===== src/rtl/loader_pkg.sv =====
// Shared definitions for the instruction memory loader: FSM states and the
// halt instruction used to back-fill memory after a program is loaded.
package loader_pkg;

    typedef enum logic [2:0] {
        ST_IDLE,
        ST_LOAD,
        ST_FILL,
        ST_DONE,
        ST_ERR
    } state_t;

    // beq x0,x0,0 spins in place, so a runaway PC parks harmlessly
    localparam logic [31:0] HALT_INSTR = 32'h00000063;
    localparam logic [7:0]  HALT_BYTE0 = HALT_INSTR[7:0];

endpackage


===== src/rtl/ins_mem_loader.sv =====
// Streams instruction bytes into instruction memory little-endian from BASE_ADDR,
// back-fills the remainder with halt instructions, and holds the CPU meanwhile.
module ins_mem_loader
    import loader_pkg::*;
#(
    parameter int DEPTH     = 128,
    parameter int ADDR_W    = 7,
    parameter int BASE_ADDR = 0
) (
    input  logic              clk,
    input  logic              rst,
    input  logic              start,
    input  logic              in_valid,
    input  logic [7:0]        in_byte,
    input  logic              in_last,
    output logic              in_ready,
    output logic              mem_we,
    output logic [ADDR_W-1:0] mem_addr,
    output logic [7:0]        mem_wdata,
    output logic              cpu_hold,
    output logic              busy,
    output logic              done,
    output logic              error,
    output logic [ADDR_W-2:0] word_count
);

    localparam logic [ADDR_W-1:0] BASE = ADDR_W'(BASE_ADDR);
    localparam logic [ADDR_W-1:0] LAST = ADDR_W'(DEPTH - 1);

    state_t            state;
    state_t            next_state;
    logic [ADDR_W-1:0] ptr;
    logic              accept;
    logic              fill_wr;
    logic              start_ok;
    logic              last_written;

    always_ff @(posedge clk or posedge rst) begin
        if (rst) begin
            state <= ST_IDLE;
        end else begin
            state <= next_state;
        end
    end

    // FILL lingers one cycle so that done rises only after the final write is visible
    assign last_written = mem_we && (mem_addr == LAST);

    always_comb begin
        next_state = state;
        unique case (state)
            ST_IDLE, ST_DONE, ST_ERR: begin
                if (start_ok) begin
                    next_state = ST_LOAD;
                end
            end
            ST_LOAD: begin
                if (accept) begin
                    if (in_last) begin
                        if (ptr[1:0] != 2'd3) begin
                            next_state = ST_ERR;
                        end else if (ptr == LAST) begin
                            next_state = ST_DONE;
                        end else begin
                            next_state = ST_FILL;
                        end
                    end else if (ptr == LAST) begin
                        next_state = ST_ERR;
                    end
                end
            end
            ST_FILL: begin
                if (last_written) begin
                    next_state = ST_DONE;
                end
            end
            default: next_state = ST_IDLE;
        endcase
    end

    always_comb begin
        in_ready = (state == ST_LOAD);
        busy     = (state == ST_LOAD) || (state == ST_FILL);
        cpu_hold = (state == ST_LOAD) || (state == ST_FILL);
        done     = (state == ST_DONE);
        error    = (state == ST_ERR);
        start_ok = start && ((state == ST_IDLE) || (state == ST_DONE) || (state == ST_ERR));
        accept   = in_valid && (state == ST_LOAD);
        fill_wr  = (state == ST_FILL) && !last_written;
    end

    always_ff @(posedge clk or posedge rst) begin
        if (rst) begin
            ptr        <= BASE;
            word_count <= '0;
            mem_we     <= 1'b0;
            mem_addr   <= BASE;
            mem_wdata  <= 8'h00;
        end else begin
            mem_we <= accept || fill_wr;
            if (start_ok) begin
                ptr        <= BASE;
                word_count <= '0;
            end else if (accept) begin
                ptr       <= ptr + 1'b1;
                mem_addr  <= ptr;
                mem_wdata <= in_byte;
                if (ptr[1:0] == 2'd3) begin
                    word_count <= word_count + 1'b1;
                end
            end else if (fill_wr) begin
                ptr       <= ptr + 1'b1;
                mem_addr  <= ptr;
                mem_wdata <= (ptr[1:0] == 2'd0) ? HALT_BYTE0 : 8'h00;
            end
        end
    end

endmodule


===== config.mk =====
export PLATFORM = sky130hd
export DESIGN_NAME = ins_mem_loader
export DESIGN_NICKNAME = d
export VERILOG_FILES = /design/src/rtl/loader_pkg.sv /design/src/rtl/ins_mem_loader.sv
export SDC_FILE = /design/constraint.sdc
export NUM_CORES = 1
export LEC_CHECK = 0
export CAP_MARGIN = 40
export CORE_ASPECT_RATIO = 1.2
export CORE_MARGIN = 5
export CORE_UTILIZATION = 44
export DETAILED_ROUTE_END_ITERATION = 8
export HOLD_SLACK_MARGIN = 0.12
export PLACE_DENSITY = 0.75
export SYNTH_ARGS = -nofsm -noshare
export SYNTH_HDL_FRONTEND = slang
export SYNTH_SLANG_ARGS = --single-unit

===== constraint.sdc =====
create_clock -name clk -period 1.6 [get_ports clk]
set_input_delay 0.32 -clock clk [delete_from_list [all_inputs] [get_ports clk]]
set_output_delay 0.32 -clock clk [all_outputs]
set_load 0.1 [all_outputs]

==> flow_summary.json, run 1 <==
{
  "cts_root_buf": "clkbuf_8",
  "clkTransAtPathRegs_ps": 70,
  "hold_viol": 0,
  "clock_latency_ps": 280,
  "worst_setup_path_start_kind": "register",
  "rsz0062_at_grt": "yes",
  "numCtsBuffers": 5,
  "synth_ff_type": "dfrtp_1",
  "ir_drop_mv": 1.41,
  "cpPeakStageDelay_ps": 420,
  "gp_congestion": 0.872,
  "seqCellArea_um2": 838,
  "report.final.slew_viol_count": 0,
  "htreeDepth": 2,
  "critical_path.max_fanout": 6,
  "crit_type": "reg2out",
  "synth-seq-cells": 32,
  "synth_edf_count": 0,
  "grt_util_all_layers": 0.206,
  "final_area_um2": 2820,
  "path_common_cell": "buf_6",
  "portBuffers": 39,
  "arrival_ps": 1350,
  "via_per_inst": 5.84,
  "final_nets": 249,
  "synthArstFlopShare": 1.00,
  "placed_area_um2": 2560,
  "avgSynthCellArea_um2": 10.2,
  "final_antenna_net_count": 0,
  "syn_nets": 175,
  "synth_top_area_frac": 0.496,
  "skew_ps": 5.80,
  "die_area_um2": 4980,
  "drt-total-wl_um": 4950,
  "synth_seq_area_share": 0.496,
  "wl_per_cell_um": 18.1,
  "multiInputGateArea_um2": 841,
  "r2r-start": "state[0]",
  "syn_inst": 159,
  "cp.required_ps": 1280,
  "r2r_cells": 5,
  "synthesis.area_um2": 1610,
  "drtIter0Drc": 107,
  "cts_buffer_depth": 2,
  "cp_slowest_cell": "dfrtp_1",
  "drc": 0,
  "violations": "negative setup slack",
  "p_leak_nw": 1.26,
  "place_hpwl_um": 3420,
  "synth_area_leaders": "dfrtp_1, nand3_1, o21ai_0",
  "outcome": "complete, but fails checks",
  "fin_cells": 273,
  "grt-ovfl-total": 0,
  "hp-class": "in2async",
  "drive_gt1_frac": 0.479,
  "fillers": 214,
  "endpoint_kind": "output pin",
  "grt_max_degree": 33,
  "dpl.cell_count": 254,
  "initial_core_util": 0.448,
  "max_slew_margin": 0.728,
  "maxCapViolations": 0,
  "vias": 1593,
  "grt_pass1_vias": 1680,
  "ys_warn_count": 0,
  "finalSetupViolCount": 9,
  "num_antenna_cells": 0,
  "area_delta_synth_final_pct": 74.9,
  "setup_slack_ps": -72.5,
  "cts_tree": "done",
  "antenna_found_initial": 0,
  "die_width_um": 65.3,
  "core_um2": 3600,
  "timing.rr.end": "word_count[5]",
  "drtPass1Iterations": 4,
  "worstPathCellList": "buf_6, and3b_2, buf_6, buf_12",
  "chipHeight_um": 76.3,
  "yosysTopAreaCell": "dfrtp_1",
  "tightest_slew_ps": 408,
  "grt_pass1_wl_um": 8040,
  "worst-r2r-setup-slack_ps": -70,
  "std_cell_rows": 24,
  "postCtsHoldBufs": 0,
  "cts_sinks": 32,
  "ys_types": 42,
  "min_period_ps": 1670,
  "num_io_pins": 40,
  "power.density_nw_per_um2": 1960,
  "fin_crit_sh": 1.05,
  "max_freq_mhz": 598
}
area by class of cell:
| type | count | area share |
|---|---|---|
| clock buffers | 8 | 0.0355 |
| well taps | 39 | 0.0173 |
| inverters | 7 | 0.0111 |
| multi-input cells | 111 | 0.298 |
| repair inverters | 1 | 0.00177 |
| flip-flops and latches | 32 | 0.297 |
| repair buffers | 75 | 0.340 |
registers in the layout (all words and copies together), names as in the netlist:
signal,cells
ptr,7
mem_wdata,8
mem_we,1
mem_addr,7
word_count,6
state,3
cell usage after synthesis, types with 2 or more instances:
| cell | instances |
|---|---|
| a221o_1 | 2 |
| a31oi_1 | 2 |
| nand3_1 | 15 |
| and3_1 | 3 |
| nand2b_1 | 2 |
| nor2b_1 | 2 |
| ha_1 | 3 |
| and4_1 | 2 |
| xor2_1 | 4 |
| a21oi_1 | 11 |
| clkbuf_1 | 2 |
| mux2_2 | 5 |
| buf_2 | 3 |
| nor3_1 | 3 |
| o21ai_0 | 12 |
| dfrtp_1 | 32 |
| nand2_1 | 9 |
| a22o_1 | 4 |
| buf_4 | 3 |
| a41oi_1 | 2 |
| nor2_1 | 8 |
| nor3b_1 | 2 |
| inv_1 | 6 |
| xnor2_1 | 2 |
| mux2i_1 | 3 |
report_power, final:
group | leakage (nW) | switching [W] | total (W) | internal (W)
combinational | 0.807 | 0.00222 | 0.00361 | 0.00139
clock | 0.0515 | 0.000281 | 0.000673 | 0.000392
sequential | 0.403 | 0.000217 | 0.00124 | 0.00102
metrics by stage:
stage | setup slack (ps) | TNS (ps) | power (W) | hold slack, ps | utilization
after floorplan | -459 | -5120 | 0.00338 | 433 | -
after global placement | -154 | -1950 | 0.00451 | 549 | 0.710
after detailed placement | -218 | -2920 | 0.00459 | 555 | 0.710
after CTS | -84.1 | -370 | 0.00543 | 440 | 0.764
after global routing | -141 | -1200 | 0.00573 | 481 | 0.783
final | -72.5 | -374 | 0.00552 | 440 | 0.783
cell families (layout without fill, tap and decap cells):
kind of cell             count (synthesis)  after routing  share of synthesized area
AO/OA/AOI/OAI                           42             42                      0.172
buffers and inverters                   16             91                     0.0512
multiplexers                             8              8                     0.0535
adder cells (fa/ha/maj)                  3              3                     0.0233
XOR/XNOR                                 6              6                     0.0326
flip-flops                              32             32                      0.496
AND/OR/NAND/NOR                         52             52                      0.171
worst max-delay path by stage:
stage                    end      from
3_3_place_gp          ptr[2]  in_valid
2_1_floorplan         ptr[3]  state[1]
5_1_grt        word_count[5]  state[0]
3_5_place_dp          ptr[2]  in_valid
6_report                done  state[0]
4_1_cts             cpu_hold  state[1]
placed cells by master, fill, tap and decap left out, drive strengths merged, types with 3 or more instances in the layout:
master	n
dfrtp	32
inv	6
nand3	15
a21oi	11
nor2	8
a22o	4
clkbuf	8
mux2i	3
and3	3
buf	63
ha	3
nand2	10
nor3	3
o21ai	12
clkdlybuf4s50	12
xor2	4
mux2	5
critical path, delay by kind of cell (launching register included):
family / cells / cell delay (ps)
buffers and inverters: 3 / 430
flip-flops: 1 / 420
AND/OR/NAND/NOR: 1 / 210
what timing repair did:
item / 4_1_cts / 5_1_grt
gates cloned: 1 / 1
buffers inserted: 6 / 3
pin swaps: 4 / 4
setup endpoints to repair: 13 / 22
resized for setup: 9 / 16
per-layer routing:
| layer | vias to the layer above | track usage | share of wire | routed length [µm] |
|---|---|---|---|---|
| li1 | 715 | - | - | - |
| met1 | 791 | 0.227 | 0.35 | 1730 |
| met2 | 70 | 0.368 | 0.56 | 2780 |
| met3 | 17 | 0.0472 | 0.063 | 311 |
| met4 | 0 | 0.0934 | 0.026 | 129 |
| met5 | - | 0 | 0 | 0 |
Note: power is estimated with default switching activity, not from simulation.
==> run 2: changes to the inputs <==
- CAP_MARGIN: 40 -> unset
- RECOVER_POWER: unset -> 50
==> run 2 against run 1 <==
Compared with the run above:
- the run still ends with negative setup slack left
- clock skew is 1.4 ps higher
- wire length about the same
- final cell count stayed put
- die area unchanged
- register-to-register slack about the same
- power fell by 0.84%
- critical path depth unchanged
- maximum frequency barely moved
- sequential cell count did not move
- clock power is essentially flat
- design area decreased by 0.62%
- clock-buffer cell count is the same
- critical endpoint unchanged
==> flow_summary.json, run 2 (synthesized netlist as in run 1, its figures left out) <==
{
  "outcome": "complete, but fails checks",
  "violations": "negative setup slack",
  "p_switching_w": 0.00271,
  "final_antenna_net_count": 0,
  "via_per_inst": 5.88,
  "rsz0062_at_grt": "yes",
  "final_nets": 249,
  "seq_power_share": 0.225,
  "skew_ps": 7.18,
  "drt-total-wl_um": 4960,
  "internal-power_w": 0.00277,
  "worstPathCellList": "buf_6, and3b_2, buf_6, buf_12",
  "switching_share": 0.495,
  "tightest_slew_ps": 788,
  "initial_core_util": 0.448,
  "grt_max_degree": 33,
  "r2r_cells": 5,
  "critical_path.max_fanout": 6,
  "drtPass1Iterations": 4,
  "hp-start": "mem_wdata[5]",
  "dpl_worst_slack_ps": -218,
  "place_hpwl_um": 3420,
  "num_antenna_cells": 0,
  "die_area_um2": 4980,
  "arrival_ps": 1350,
  "min_path_cells": 2,
  "numCtsBuffers": 5,
  "cp_slowest_cell": "dfrtp_1",
  "endpoint_kind": "output pin",
  "area_delta_synth_final_pct": 73.8,
  "die_width_um": 65.3,
  "htreeDepth": 2,
  "gp_congestion": 0.872,
  "utilization": 0.778,
  "max_slew_margin": 0.475,
  "portBuffers": 39,
  "cts_tree": "done",
  "path_common_cell": "buf_6",
  "cp.required_ps": 1280,
  "report.final.slew_viol_count": 0,
  "drive_gt1_frac": 0.479,
  "placed_area_um2": 2560,
  "cts_root_buf": "clkbuf_8",
  "drtIter0Drc": 90,
  "final_area_um2": 2810,
  "chipHeight_um": 76.3,
  "power.density_nw_per_um2": 1950,
  "max_freq_mhz": 597,
  "antenna_found_initial": 0,
  "largestRegisters": "mem_wdata x8, mem_addr x7, ptr x7",
  "r2r-start": "state[0]",
  "pwr-share-clk": 0.123,
  "postCtsHoldBufs": 0,
  "fin_crit_sh": 1.05,
  "largest_register_ffs": 8,
  "wl_per_cell_um": 18.2,
  "core_um2": 3600,
  "power_frac_comb": 0.652,
  "worst_setup_path_start_kind": "register",
  "std_cell_rows": 24,
  "ir_drop_mv": 1.38,
  "crit_type": "reg2out",
  "finalSetupTns_ps": -378,
  "grt_util_all_layers": 0.206,
  "grt-ovfl-total": 0,
  "clkTransAtPathRegs_ps": 70,
  "cts_sinks": 32,
  "num_io_pins": 40,
  "grt_pass1_wl_um": 8040,
  "min_period_ps": 1670,
  "maxCapViolations": 0,
  "vias": 1605,
  "grt_pass1_vias": 1680,
  "final_cell_mix": "buf_4, buf_12, dfrtp_1",
  "drc": 0,
  "setup_slack_ps": -74.1,
  "p_leak_nw": 1.26,
  "fillers": 217,
  "cpPeakStageDelay_ps": 420,
  "hp-class": "reg2reg",
  "critPathLaunch": "state[0]",
  "hold_viol": 0,
  "finalSetupViolCount": 9,
  "clock_latency_ps": 280,
  "top_register": "mem_wdata",
  "cts_buffer_depth": 2
}
==> run 2: changes by cell type in the layout (fill, tap and decap cells not counted), sizes merged <==
cell	change
buf	-2
clkbuf	+2
clkdlybuf4s50	-1
dlygate4sd3	+1
==> run 2: power groups by stage <==
stage / Sequential (W) / Combinational (W) / Clock, W
after floorplan: 0.00211 / 0.00128 / 0
after global placement: 0.00122 / 0.00329 / 0
after detailed placement: 0.00123 / 0.00336 / 0
after CTS: 0.00123 / 0.00351 / 0.000686
after global routing: 0.00126 / 0.00370 / 0.000722
final: 0.00123 / 0.00357 / 0.000675
==> run 2: what timing repair did <==
item,4_1_cts,5_1_grt
gates cloned,1,1
resized for setup,9,16
setup endpoints to repair,13,22
pin swaps,4,4
buffers inserted,6,3
==> run 2: final timing paths <==
check,to,slack (ps)
min,mem_wdata[5],520
min in group asynchronous,mem_wdata[2],720
max reg2reg,word_count[5],-60
min reg2reg,mem_wdata[5],520
max,done,-70
max in group asynchronous,mem_addr[1],300
==> run 2: per-stage QoR <==
step	total power [W]	hold slack (ps)	std cells
3_3_place_gp	0.00451	549	254
4_1_cts	0.00543	440	269
2_1_floorplan	0.00338	433	159
3_5_place_dp	0.00459	555	254
5_1_grt	0.00568	581	273
6_report	0.00548	517	273
==> run 2: final cells by class <==
class	instances	area, µm²	area share
repair buffers	75	941	0.335
multi-input cells	111	841	0.300
flip-flops and latches	32	838	0.299
clock buffers	8	100	0.0357
well taps	39	48.8	0.0174
inverters	7	31.3	0.0112
repair inverters	1	5.00	0.00178
==> run 2: worst max-delay path: cells and delay by family (launching register included) <==
family / cells / cell delay (ps)
DFF: 1 / 420
and+or+nand+nor: 1 / 210
buffers and inverters: 3 / 430
==> run 2: routing by layer <==
metal  global-route usage  vias to the layer above  part of all wire
li1                     -                      715                 -
met1                0.227                      806              0.35
met2                0.368                       67              0.56
met3               0.0472                       17             0.063
met4               0.0934                        0             0.029
met5                    0                        -                 0
